`config.mk`:
```
export PLATFORM = sky130hd
export DESIGN_NAME = mux_n_scan
export DESIGN_NICKNAME = d
export VERILOG_FILES = /design/src/rtl/mux_scan_pkg.sv /design/src/rtl/rr_next_sel.sv /design/src/rtl/mux_n_scan.sv
export SDC_FILE = /design/constraint.sdc
export NUM_CORES = 1
export LEC_CHECK = 0
export BUFFER_PORTS_ARGS = -buffer_cell sky130_fd_sc_hd__buf_2
export CAP_MARGIN = 10
export CORE_ASPECT_RATIO = 0.6
export CORE_UTILIZATION = 45
export CTS_CLUSTER_DIAMETER = 50
export DETAILED_ROUTE_END_ITERATION = 6
export GPL_TIMING_DRIVEN = 0
export HOLD_SLACK_MARGIN = 0.1
export PLACE_DENSITY = 0.71
export REMOVE_ABC_BUFFERS = 1
export SYNTH_ARGS = -nofsm -noshare
export SYNTH_HDL_FRONTEND = slang
export SYNTH_HIERARCHICAL = 1
export SYNTH_SLANG_ARGS = --single-unit
```
`constraint.sdc`:
```
create_clock -name clk -period 2 [get_ports clk]
set_clock_uncertainty 0.1 [all_clocks]
set_input_delay 0.2 -clock clk [delete_from_list [all_inputs] [get_ports clk]]
set_output_delay 0.2 -clock clk [all_outputs]
set_load 0.03 [all_outputs]
```
`src/rtl/mux_scan_pkg.sv`:
```
// Shared types and helpers for the scanning N-to-1 multiplexer.
package mux_scan_pkg;

  typedef enum logic {
    MODE_MANUAL = 1'b0,
    MODE_SCAN   = 1'b1
  } mode_e;

  // Index width for n items; never narrower than one bit.
  function automatic int unsigned sel_width(input int unsigned n);
    return (n > 32'd1) ? 32'($clog2(n)) : 32'd1;
  endfunction

endpackage

```
`src/rtl/rr_next_sel.sv`:
```
// Round-robin finder: first enabled index after ptr, wrapping back to ptr itself.
module rr_next_sel
  import mux_scan_pkg::*;
#(
  parameter int unsigned N = 4
) (
  input  logic [sel_width(N)-1:0] ptr,
  input  logic [N-1:0]            en,
  output logic [sel_width(N)-1:0] nxt,
  output logic                    any_en
);

  localparam int unsigned SELW = sel_width(N);

  logic [SELW-1:0] hi_idx;
  logic [SELW-1:0] lo_idx;
  logic            hi_found;

  // Smallest enabled index above ptr wins; otherwise smallest at or below ptr.
  always_comb begin
    hi_idx   = ptr;
    lo_idx   = ptr;
    hi_found = 1'b0;
    for (int i = int'(N) - 1; i >= 0; i--) begin
      if (en[i]) begin
        if (i > int'(ptr)) begin
          hi_idx   = SELW'(i);
          hi_found = 1'b1;
        end else begin
          lo_idx = SELW'(i);
        end
      end
    end
    nxt = hi_found ? hi_idx : lo_idx;
  end

  assign any_en = |en;

endmodule

```
`src/rtl/mux_n_scan.sv`:
```
// Registered N-to-1 mux with manual select and round-robin dwell scanning.
module mux_n_scan
  import mux_scan_pkg::*;
#(
  parameter int unsigned N     = 4,
  parameter int unsigned WIDTH = 4,
  parameter int unsigned DWELL = 4
) (
  input  logic                    clk,
  input  logic                    reset,
  input  logic                    mode,
  input  logic [sel_width(N)-1:0] sel,
  input  logic [N-1:0]            en,
  input  logic [N*WIDTH-1:0]      d,
  output logic [WIDTH-1:0]        y,
  output logic [sel_width(N)-1:0] ch,
  output logic                    valid,
  output logic                    wrap
);

  localparam int unsigned SELW = sel_width(N);
  localparam int unsigned CNTW = sel_width(DWELL);

  logic [SELW-1:0]  ptr;
  logic [CNTW-1:0]  cnt;

  logic [SELW-1:0]  nxt;
  logic             any_en;

  logic [WIDTH-1:0] sel_data;
  logic             sel_en;
  logic             sel_ok;
  logic [WIDTH-1:0] ptr_data;
  logic             ptr_en;
  logic             advance;

  logic [WIDTH-1:0] y_n;
  logic [SELW-1:0]  ch_n;
  logic             valid_n;
  logic             wrap_n;
  logic [SELW-1:0]  ptr_n;
  logic [CNTW-1:0]  cnt_n;

  rr_next_sel #(
    .N (N)
  ) u_next (
    .ptr    (ptr),
    .en     (en),
    .nxt    (nxt),
    .any_en (any_en)
  );

  // Decode-by-compare channel lookup so out-of-range selects never index past d/en.
  always_comb begin
    sel_data = '0;
    sel_en   = 1'b0;
    ptr_data = '0;
    ptr_en   = 1'b0;
    for (int i = 0; i < int'(N); i++) begin
      if (sel == SELW'(i)) begin
        sel_data = d[i*WIDTH +: WIDTH];
        sel_en   = en[i];
      end
      if (ptr == SELW'(i)) begin
        ptr_data = d[i*WIDTH +: WIDTH];
        ptr_en   = en[i];
      end
    end
    sel_ok = (32'(sel) < N);
  end

  // Next-state and next-output selection for both modes.
  always_comb begin
    y_n     = '0;
    ch_n    = ptr;
    valid_n = 1'b0;
    wrap_n  = 1'b0;
    ptr_n   = ptr;
    cnt_n   = '0;
    advance = 1'b0;

    if (mode_e'(mode) == MODE_MANUAL) begin
      valid_n = sel_ok && sel_en;
      y_n     = valid_n ? sel_data : '0;
      ch_n    = sel;
      ptr_n   = sel_ok ? sel : '0;
    end else begin
      ch_n    = ptr;
      valid_n = ptr_en;
      y_n     = ptr_en ? ptr_data : '0;
      // A disabled current channel is abandoned without finishing its dwell.
      advance = any_en && ((cnt == CNTW'(DWELL - 1)) || !ptr_en);
      if (advance) begin
        ptr_n  = nxt;
        cnt_n  = '0;
        wrap_n = (nxt <= ptr);
      end else begin
        cnt_n = any_en ? cnt + CNTW'(1) : '0;
      end
    end
  end

  // Output and scan state registers.
  always_ff @(posedge clk or posedge reset) begin
    if (reset) begin
      y     <= '0;
      ch    <= '0;
      valid <= 1'b0;
      wrap  <= 1'b0;
      ptr   <= '0;
      cnt   <= '0;
    end else begin
      y     <= y_n;
      ch    <= ch_n;
      valid <= valid_n;
      wrap  <= wrap_n;
      ptr   <= ptr_n;
      cnt   <= cnt_n;
    end
  end

endmodule

```
==> flow_summary.yaml <==
floorplanning:
  core_sq_um: 1967
  die_width_um: 62.81
  die_h_um: 38.49
  rows: 12
  io_pins: 33
  die_area_sq_um: 2417
  initial_utilization: 0.5076
power:
  ir_worst_vdd_mv: 0.3529
  p_per_area_nw_per_um2: 833.3
  leakagePower_nw: 0.6308
  finalPower_mw: 1.025
critical_path:
  cp-end-kind: "flop"
  rr_startpoint: "ptr[1]$_DFFE_PP0P_"
  path_class: "reg2reg"
  crit_required_ns: 1.99
  start_kind: "flop"
  cpPeakStageDelay_ns: 0.54
  critPathArrivalTime_ns: 1.86
  critical_path.top_delay_family: "simple AND/OR/NAND/NOR gates"
  rr_worst_depth: 3
  crit_start: "ptr[1]$_DFFE_PP0P_"
  crit_chain: "mux2i_1 -> nor3_1 -> or4_1"
  rrSetupSlack_ns: 0.13
  cp_slowest_cell: "or4_1"
  r2r_end: "y[1]$_DFF_PP0_"
  worstPathMaxFanout: 12
  path_buf_inv: 0
clock_tree:
  clk_latency_ns: 0.24
  htreeDepth: 1
  cts_tree: "yes"
  cts_inserted_buffers: 3
  clk_pin_slew_ns: 0.05
  clock_sinks: 12
  ctsRootBufferMaster: "clkbuf_8"
  clock_path_buffers: 2
drt:
  drt_iter0_markers: 42
  routed_wl_um: 2367
  via_per_inst: 5.558
  wl_per_cell_um: 14.35
  vias: 917
  ant_nets: 0
  remaining_drc_errors: 0
  drt_pass1_iterations: 4
sta:
  fmax_ghz: 0.5341
  finalCritPeriodShare: 0.9361
  setup_viol: 0
  tightestPinTransition_ns: 0.5095
  hold_violations: 0
  relSlewSlack: 0.6506
  rsz0062_at_grt: "no"
  timing.hold.ws_ns: 0.2346
  setup_tns_ns: 0
  finalMaxSlewViolations: 0
  period_minus_slack_ns: 1.872
  worst_slack_ns: 0.1278
layout:
  postLayoutCellArea_sq_um: 1230
  nets: 166
  fin_cells: 165
  finish.utilization: 0.6253
  seq_area_sq_um: 304.0
  final_common_cell: "buf_2"
  nFillCells: 173
  multi_input_area_sq_um: 631.9
  area_growth_pct: 23.18
  drive_above_1_share: 0.3358
  diodes: 0
  final_cell_mix: "32 x buf_2, 19 x mux2i_1, 15 x nor3_1"
yosys:
  syn_avg_cell_area_sq_um: 9.601
  ys_top_cells_by_area: "dfrtp_1 30%, mux2i_1 19%, nor3_1 7.5%"
  ys_types: 33
  synth_top_area_cell: "dfrtp_1"
  yosysSeqAreaShare: 0.3008
  synth_area_sq_um: 998.5
  ys_warn_count: 6
  yosysTopAreaCellShare: 0.3008
  syn-instance-count: 104
  ys_ff_latch: 12
place:
  dp_cells: 159
  place_ws_ns: -0.2881
  port_buffers: 32
  place_area_sq_um: 1150
  place_congestion: 0.7931
  dp_hpwl_um: 1756
hold_path:
  holdPathStages: 3
  min_path_type: "in2reg"
  hold_start: "mode"
  whs_endpoint: "ch[1]$_DFF_PP0_"
global_route:
  grt_use_total: 0.2219
  grt_pass1_wl_um: 3905
  grt_start_max_net_pins: 22
  antenna_found_initial: 0
  grt_overflow: 0
  grt_pass1_vias: 773
run_status:
  status: "complete, no violations"
flow_run:
  maxCapViolations: 0
report_power, final:
part	leakage [nW]	total, mW	switching (mW)	internal (mW)
sequential	0.150	0.331	0.0411	0.290
combinational	0.452	0.437	0.245	0.192
clock	0.0288	0.257	0.0837	0.173
what timing repair did:
action,4_1_cts,5_1_grt
gates resized for setup,2,1
hold endpoints to repair,12,0
setup buffers,0,1
hold buffers,1,0
endpoints found under the setup margin,8,2
how the worst max path moves through the flow:
stage,slack [ns],end,cells past startpoint
finish,0.13,y[1]$_DFF_PP0_,3
global route,0.03,wrap$_DFF_PP0_,7
CTS,0.06,y[1]$_DFF_PP0_,3
detailed placement,-0.29,y[1]$_DFF_PP0_,3
global placement,-0.31,y[2]$_DFF_PP0_,3
floorplan,-0.009,wrap$_DFF_PP0_,7
synth_stat cells:
cell type / instances
mux2i_4: 1
buf_6: 1
mux2_4: 1
o21ai_1: 1
and4_1: 1
mux2i_1: 19
a22oi_2: 1
buf_12: 1
nor3b_1: 1
and2b_2: 1
mux2_2: 1
nor2b_1: 1
nand2b_1: 3
a211oi_1: 2
or4_1: 5
dfrtp_1: 12
a21oi_1: 2
o221a_2: 1
ha_1: 3
nor4_1: 4
mux4_2: 1
inv_1: 7
clkbuf_1: 2
o2bb2ai_1: 1
nor3_1: 15
a31oi_1: 2
or3_1: 1
nand2_1: 5
nor2_1: 2
and2_1: 1
a2bb2oi_1: 2
buf_2: 1
o21ai_0: 2
cell families (layout without fill, tap and decap cells):
| group | Yosys count | count (layout) | share of synthesized area |
|---|---|---|---|
| multiplexers | 23 | 23 | 0.2619 |
| adder cells (fa/ha/maj) | 3 | 3 | 0.03760 |
| flip-flops | 12 | 12 | 0.3008 |
| AND/OR/NAND/NOR | 40 | 40 | 0.2268 |
| buffers and inverters | 12 | 45 | 0.07018 |
| AO/OA/AOI/OAI | 14 | 14 | 0.1027 |
worst reg2reg max path, cell delays in order (launching register included):
cell	delay, ns
dfrtp_4	0.53
mux2i_1	0.46
nor3_1	0.10
or4_1	0.54
routing by layer:
layer  vias up  GRT usage  part of all wire
li1        458          -                 -
met1       426     0.3363              0.54
met2        29     0.3071              0.41
met3         4    0.01786             0.037
met4         0     0.1221             0.015
met5         -          0                 0
cell type report:
type	instances	area share
clock buffers	4	0.04476
repair buffers	34	0.1445
multi-input cells	80	0.5137
flip-flops and latches	12	0.2472
well taps	28	0.02848
inverters	7	0.02136
sequential cells by signal, summed over array words and instances (netlist names):
name,cells
wrap,1
y,4
cnt,2
valid,1
ch,2
ptr,2
No activity file was read; power rests on OpenSTA's default activity.
